### config.mk
export PLATFORM = sky130hd
export DESIGN_NAME = pipe_stage_reg
export DESIGN_NICKNAME = d
export VERILOG_FILES = /design/src/rtl/pipe_pkg.sv /design/src/rtl/pipe_stage_reg.sv
export SDC_FILE = /design/constraint.sdc
export NUM_CORES = 1
export LEC_CHECK = 0
export BUFFER_PORTS_ARGS = -buffer_cell sky130_fd_sc_hd__buf_2
export CAP_MARGIN = 20
export CORE_ASPECT_RATIO = 2
export CORE_UTILIZATION = 29
export CTS_BUF_LIST = sky130_fd_sc_hd__clkbuf_16
export DETAILED_ROUTE_END_ITERATION = 6
export PLACE_DENSITY = 0.47
export SLEW_MARGIN = 20
export SYNTH_ARGS = -nofsm -noshare
export SYNTH_HDL_FRONTEND = slang
export SYNTH_SLANG_ARGS = --single-unit
export TNS_END_PERCENT = 30
### constraint.sdc
create_clock -name clk -period 29.9 [get_ports clk]
set_clock_uncertainty 0.15 [all_clocks]
set_input_delay 4.485 -clock clk [delete_from_list [all_inputs] [get_ports clk]]
set_output_delay 4.485 -clock clk [all_outputs]
set_load 0.02 [all_outputs]
### src/rtl/pipe_pkg.sv
// Shared definitions for the inter-stage pipeline registers.
// Holds the skid FSM encoding, the NOP instruction and ID/EX payload slice widths.
package pipe_pkg;

    typedef enum logic [1:0] {
        EMPTY = 2'd0,
        ONE   = 2'd1,
        TWO   = 2'd2
    } skid_state_e;

    // addi x0, x0, 0
    localparam logic [31:0] INST_NOP = 32'h0000_0013;

    // ID/EX clearable payload: {ctrl, rs2, rs1, inst}
    localparam int IDEX_INST_W = 32;
    localparam int IDEX_RS1_W  = 32;
    localparam int IDEX_RS2_W  = 32;
    localparam int IDEX_CTRL_W = 32;
    localparam int IDEX_DATA_W = IDEX_INST_W + IDEX_RS1_W
                               + IDEX_RS2_W + IDEX_CTRL_W;
    localparam int IDEX_KEEP_W = 32;
    localparam int IDEX_INST_LSB = 0;

endpackage

### src/rtl/pipe_stage_reg.sv
// Pipeline stage register with valid/ready handshake, optional 2-entry skid,
// flush and kill. The clearable field becomes NOP_DATA on bubbles; the keep
// field (e.g. the PC) survives bubbles.
// Ports: clk, rst (async, active high), flush,
//   in_valid/in_ready/in_data/in_keep/in_kill (upstream),
//   out_valid/out_ready/out_data/out_keep/out_killed (downstream),
//   occupancy (beats held).
module pipe_stage_reg
    import pipe_pkg::*;
#(
    parameter int                 DATA_W   = 128,
    parameter int                 KEEP_W   = 32,
    parameter logic [DATA_W-1:0]  NOP_DATA = '0,
    parameter bit                 SKID     = 1'b1
) (
    input  logic              clk,
    input  logic              rst,
    input  logic              flush,
    input  logic              in_valid,
    output logic              in_ready,
    input  logic [DATA_W-1:0] in_data,
    input  logic [KEEP_W-1:0] in_keep,
    input  logic              in_kill,
    output logic              out_valid,
    input  logic              out_ready,
    output logic [DATA_W-1:0] out_data,
    output logic [KEEP_W-1:0] out_keep,
    output logic              out_killed,
    output logic [1:0]        occupancy
);

    typedef struct packed {
        logic              valid;
        logic              killed;
        logic [DATA_W-1:0] data;
        logic [KEEP_W-1:0] keep;
    } entry_t;

    localparam entry_t RESET_ENTRY = '{
        valid:  1'b0,
        killed: 1'b0,
        data:   NOP_DATA,
        keep:   '0
    };

    // Empty an entry but leave its keep field for trap handling.
    function automatic entry_t vacate(input entry_t e);
        entry_t r;
        r        = e;
        r.valid  = 1'b0;
        r.killed = 1'b0;
        r.data   = NOP_DATA;
        return r;
    endfunction

    entry_t main_q;
    entry_t main_d;
    entry_t beat;
    logic   accept;
    logic   rel;

    // A killed beat still flows as a bubble carrying its keep field.
    always_comb begin
        beat.valid  = 1'b1;
        beat.killed = in_kill;
        beat.data   = in_kill ? NOP_DATA : in_data;
        beat.keep   = in_keep;
    end

    assign accept = in_valid && in_ready;
    assign rel    = main_q.valid && out_ready;

    always_ff @(posedge clk or posedge rst) begin
        if (rst) begin
            main_q <= RESET_ENTRY;
        end else begin
            main_q <= main_d;
        end
    end

    assign out_valid  = main_q.valid;
    assign out_killed = main_q.killed;
    assign out_data   = main_q.data;
    assign out_keep   = main_q.keep;

    generate
        if (SKID) begin : g_skid
            entry_t      skid_q;
            entry_t      skid_d;
            skid_state_e state_q;
            skid_state_e state_d;
            logic        in_ready_q;
            logic        in_ready_d;

            always_comb begin
                main_d  = main_q;
                skid_d  = skid_q;
                state_d = state_q;
                if (flush) begin
                    main_d  = vacate(main_q);
                    skid_d  = vacate(skid_q);
                    state_d = EMPTY;
                end else begin
                    unique case (state_q)
                        EMPTY: begin
                            if (accept) begin
                                main_d  = beat;
                                state_d = ONE;
                            end
                        end
                        ONE: begin
                            if (accept && rel) begin
                                main_d = beat;
                            end else if (accept) begin
                                skid_d  = beat;
                                state_d = TWO;
                            end else if (rel) begin
                                main_d  = vacate(main_q);
                                state_d = EMPTY;
                            end
                        end
                        TWO: begin
                            if (rel) begin
                                main_d  = skid_q;
                                skid_d  = vacate(skid_q);
                                state_d = ONE;
                            end
                        end
                        default: begin
                            main_d  = vacate(main_q);
                            skid_d  = vacate(skid_q);
                            state_d = EMPTY;
                        end
                    endcase
                end
                // Registered from the next state so TWO never sees an accept.
                in_ready_d = (state_d != TWO);
            end

            always_ff @(posedge clk or posedge rst) begin
                if (rst) begin
                    skid_q     <= RESET_ENTRY;
                    state_q    <= EMPTY;
                    in_ready_q <= 1'b1;
                end else begin
                    skid_q     <= skid_d;
                    state_q    <= state_d;
                    in_ready_q <= in_ready_d;
                end
            end

            assign in_ready  = in_ready_q;
            assign occupancy = {1'b0, main_q.valid}
                             + {1'b0, skid_q.valid};
        end else begin : g_single
            always_comb begin
                main_d = main_q;
                if (flush) begin
                    main_d = vacate(main_q);
                end else if (accept) begin
                    main_d = beat;
                end else if (rel) begin
                    main_d = vacate(main_q);
                end
            end

            assign in_ready  = !main_q.valid || out_ready;
            assign occupancy = {1'b0, main_q.valid};
        end
    endgenerate

endmodule

-- Word level (Yosys, flattened, before mapping)
Cells that the tools add are included.
- output and inout port bits: 165
- logic and storage cells: 55
- input bits: 166
- register bits after elaboration: 327
- bitwise logic cells: 4
- reductions and logical operators: 9
- multiplexer cells: 18
- equal/unequal tests: 13
- $add $sub $neg: 1
- operators with widths (operator ; number):
    162-bit two-way mux ; 8
    162-bit case mux with 3 select lines ; 2
    128-bit two-way mux ; 1
    2-bit two-way mux ; 6
    3-bit inequality test, second input constant ; 4
    2-bit inequality test, second input constant ; 5
    4-bit inequality test, second input constant ; 2
    4-bit AND reduction ; 2
    2-bit case mux with 3 select lines ; 1
    6-bit AND reduction ; 1
    5-bit AND reduction ; 1
    1-bit NOT ; 4
    1-bit logical AND ; 3
    3-bit nonzero test ; 1
    1-bit by 1-bit adder with 2-bit output ; 1
    2-bit by 1-bit == test with 1-bit output, second input constant ; 1
    2-bit == test, second input constant ; 1
    2-bit logical NOT ; 1

-- Logic depth before layout (Yosys ltp)
- word-level depth: 7
- depth in mapped cells: 8
- mapped depth without buffers: 4

-- Least setup slack after synthesis
OpenSTA, ideal clock, no wires.
- path type: input -> register
- start: in out_ready
- end: reg main_q (netlist bit out_keep[20])
- arrival: 5.726 ns
- path buffers: 2
- data required time: 29.625 ns
- setup slack: 23.899 ns
- cell stages on the path: 6
- setup time: 0.125 ns
- cell sequence: and2_1 clkbuf_1 a32oi_1 a21oi_2 buf_2 mux2_2
- word-level cells in the longest chain between the ends: 4
- elaborated cells on any way between the ends: 7
- classes of those cells: 2 x eq/ne; 2 x mux; 3 x reduce/logical
- ends and longest elaborated chain (what ; line ; RTL):
    start, declared ; pipe_stage_reg.sv:25 ; input logic out_ready,
    1-bit logical AND (*) ; pipe_stage_reg.sv:71 ; assign rel = main_q.valid && out_ready;
    1-bit logical AND ; pipe_stage_reg.sv:112 ; if (accept && rel) begin
    2-bit inequality test (no line) or 162-bit two-way mux (tied branches) ; -- ;
    5-bit AND reduction (no line) or 162-bit case mux with 3 select lines (tied branches) ; -- ;
    end signal, assigned ; pipe_stage_reg.sv:77 ; main_q <= main_d;
    end, declared ; pipe_stage_reg.sv:56 ; entry_t main_q;
Mark *: on every way between the ends. The rest lies on a longest branch, timed or not.
A chain may end at the register's enable or synchronous reset.

-- Final worst setup path
- start: in in_kill
- end: reg main_q (netlist bit out_data[47])
- word-level cells in the longest chain between the ends: 4
- elaborated cells on any way between the ends: 5
- classes of those cells: 5 x mux
- ends and longest elaborated chain (what ; line ; RTL):
    start, declared ; pipe_stage_reg.sv:23 ; input logic in_kill,
    128-bit two-way mux (*) ; pipe_stage_reg.sv:66 ; beat.data = in_kill ? NOP_DATA : in_data;
    162-bit two-way mux, on equally long branches ; pipe_stage_reg.sv:112, pipe_stage_reg.sv:106 ;
    162-bit case mux with 3 select lines (*) ; pipe_stage_reg.sv:104 ; unique case (state_q)
    162-bit two-way mux (*) ; pipe_stage_reg.sv:99 ; if (flush) begin
Mark *: on every way between the ends. The rest lies on a longest branch, timed or not. The select of a mux whose other input is x is not followed.

==> flow_summary.ini <==
[drt]
drt-pass1-iter-count = 4
postRouteWirelength_um = 45200
antenna_left = 0
route.detailed.drc = 0
number_of_vias_after_detailed_routing = 11000
number_of_vias_per_cell = 5.55
wl_per_cell_um = 22.9
drt_iter0_drc = 648

[logic_synthesis]
yosysWarningCount = 0
post_synthesis_instance_total = 1071
synth_area_per_cell_um2 = 12.9
ys_top_cells_by_area = dfrtp_1, o2bb2ai_1, a32o_1, a32oi_1, mux2_2
synthTopCellsByCount = dfrtp_1, o2bb2ai_1, a32oi_1, a32o_1, clkbuf_1
synth_cell_types = 34
synth_enable_flop_cells = 0
synthesized_flop_and_latch_total = 327
synthesis.area_um2 = 13800
yosysMostFrequentCell = dfrtp_1
fraction_of_synthesized_cell_area_taken_by_the_top_area_cell_type_pct = 59.1
synth.net_count = 1238
synth_area_leader_cell = dfrtp_1
dominantRegCellSynth = dfrtp_1
postSynth.asyncResetShare_pct = 100
yosysSeqAreaShare_pct = 59.3

[die]
design.core.area_um2 = 46800
io-pin-count = 331
num_rows = 112
fp.dieW_um = 156
die_ht_um = 311
floorplan.die_area_um2 = 48500
initial_core_utilization_pct = 29.5

[critical_path]
critPathMostFrequentCell = buf_4
setup_crit_start_kind = input pin
critPathArrivalTime_ns = 7.24
worstPathMaxFanout = 97
startpoint_to_endpoint_class_of_the_critical_path = input pin to flop
worstPathCellList = buf_2 -> inv_6 -> buf_4 -> buf_4 -> a32oi_1 -> o2bb2ai_1
timing.critical_path.required_ns = 30.19
critical-path-max-stage-delay_ns = 0.89
endpoint_kind = flop
slowest_stage = buf_4

[clock_network]
numCtsBuffers = 34
post_cts_resize_count = 0
cts_post_setup_buffers_inserted = 0
clk_root_buffer_cell = clkbuf_16
cts.sink_count = 327
holdBufCountCts = 0
cts.reportedPaths.clkPinSlew_ns = 0.06
tritoncts_clock_tree = done
clk-insertion-delay-late_ns = 0.52
h-tree-depth = 2
ctsLongestPathBuffers = 3

[global_route]
global_route.usage.total_pct = 18.5
met3_usage_pct = 3.44
met1_usage_pct = 22.7
first_global_vias = 11200
gr-max-usage-layer = met2
first_pass_grt_wire_length_um = 69800
grt.overflow.total = 0
grt_antenna_before_repair = 8
maximum_number_of_pins_on_one_net_before_global_route_repair = 120
grt_use_met2_pct = 31.6

[sta]
unrepaired_setup_endpoints_after_global_routing = no
finalSetupViolations = 0
finalMaxSlewViolations = 0
timing.slew.headroom_pct = 27.9
timing.final.crit_period_ns = 6.95
period_share_pct = 23.3
setup-tns-final_ns = 0
maxClockFrequency_ghz = 0.144
worst_max_slew_pin_slew_ns = 1.08
fin_hold_viols = 0

[cells_and_area]
finalInstanceArea_um2 = 17000
nNetsFinal = 1489
postLayoutCoreUtil_pct = 36.2
num-fill-cells = 4784
share_of_cells_above_drive_strength_1_pct = 32.8
area_growth_pct = 22.9

[place]
port_buffers = 330
placedInstanceArea_um2 = 15900
replace_congestion = 0.760
hpwlAfterDp_um = 26500

[power_and_ir_drop]
power.static_leakage_nw = 7.78
power_per_cell_area_nw_per_um2 = 66.7
post-layout-total-power_mw = 1.13
irDropWorstVdd_mv = 0.0352

[status]
run_status = completed

[worst_hold_path]
worstHoldPathType = flop to flop

[flow_run]
number_of_max_cap_violations = 0
per-stage QoR:
stage | setup slack (ns) | hold WS (ns) | cells
after CTS | 23.05 | 0.320 | 1972
after floorplan | 16.21 | 0.288 | 1071
after global placement | 22.53 | 0.299 | 1912
final | 22.95 | 0.318 | 1979
after detailed placement | 22.47 | 0.306 | 1912
after global routing | 22.76 | 0.339 | 1979
routing by layer:
layer  part of all wire, %  vias to the layer above
met5                 0.069                        -
met1                    40                     5676
met4                   2.7                        4
met2                    52                      368
met3                   5.9                       68
li1                      -                     4875
kinds of logic (layout without fill, tap and decap cells):
| kind of cell | count (synthesis) | count (layout) | share of synthesized area, % |
|---|---|---|---|
| flip-flops | 327 | 327 | 59.3 |
| buffers and inverters | 143 | 418 | 4.40 |
| AND/OR/NAND/NOR | 114 | 114 | 3.70 |
| other | 0 | 6 | 0 |
| AO/OA/AOI/OAI | 433 | 433 | 28.4 |
| adder cells (fa/ha/maj) | 1 | 1 | 0.0906 |
| multiplexers | 53 | 53 | 4.13 |
worst max-delay path: cells and delay by family:
| family | cells | cell delay [ns] |
|---|---|---|
| AO/OA/AOI/OAI | 2 | 0.41 |
| buffers and inverters | 4 | 2.14 |
sequential cells by signal (all words and copies together) (netlist names):
name            flops
g_skid.skid_q     162
g_skid.state_q      2
in_ready            1
out_data          128
out_keep           32
out_killed          1
out_valid           1
cell type report:
| cell class | count | area [um2] | area share [%] |
|---|---|---|---|
| clock inverter | 23 | 100 | 0.590 |
| clock buffer | 37 | 926 | 5.46 |
| timing repair buffer | 354 | 1850 | 10.9 |
| antenna | 6 | 15.0 | 0.0885 |
| tap | 627 | 785 | 4.62 |
| inverter | 4 | 27.5 | 0.162 |
| multi-input combinational | 601 | 5080 | 29.9 |
| sequential | 327 | 8180 | 48.2 |
report_power, final:
part / internal, mW / total (mW) / switching, mW
combinational: 0.0718 / 0.220 / 0.148
sequential: 0.484 / 0.507 / 0.0232
clock: 0.222 / 0.405 / 0.182
total: 0.778 / 1.13 / 0.353
worst paths after layout:
path                                          startpoint                              to  slack, ns  depth (start not counted)
min in group asynchronous                            rst  g_skid.skid_q[131]$_DFFE_PP0P_       3.97                          2
max in group asynchronous                            rst   g_skid.skid_q[59]$_DFFE_PP0P_      23.27                          4
setup / recovery                                 in_kill        out_data[47]$_DFFE_PP0P_      22.95                          6
setup reg to reg             g_skid.state_q[0]$_DFF_PP0_        out_data[98]$_DFFE_PP0P_      26.47                          7
hold / removal             g_skid.skid_q[11]$_DFFE_PP0P_   g_skid.skid_q[11]$_DFFE_PP0P_       0.32                          2
hold reg to reg            g_skid.skid_q[11]$_DFFE_PP0P_   g_skid.skid_q[11]$_DFFE_PP0P_       0.32                          2
cell usage in the layout, fill, tap and decap left out, types with 2 or more instances in the layout:
master / instances
a21o_1: 2
o2bb2ai_1: 151
diode_2: 6
nand3_1: 32
dfrtp_1: 326
clkinv_2: 4
buf_2: 330
a21oi_1: 2
a21oi_4: 4
a22o_1: 13
a32oi_1: 128
inv_1: 10
clkbuf_16: 37
mux2_2: 31
a22oi_1: 2
buf_4: 23
inv_6: 2
nand2_1: 70
clkinv_1: 9
a32o_1: 127
mux2i_1: 21
No activity file was read; power rests on OpenSTA's default activity.
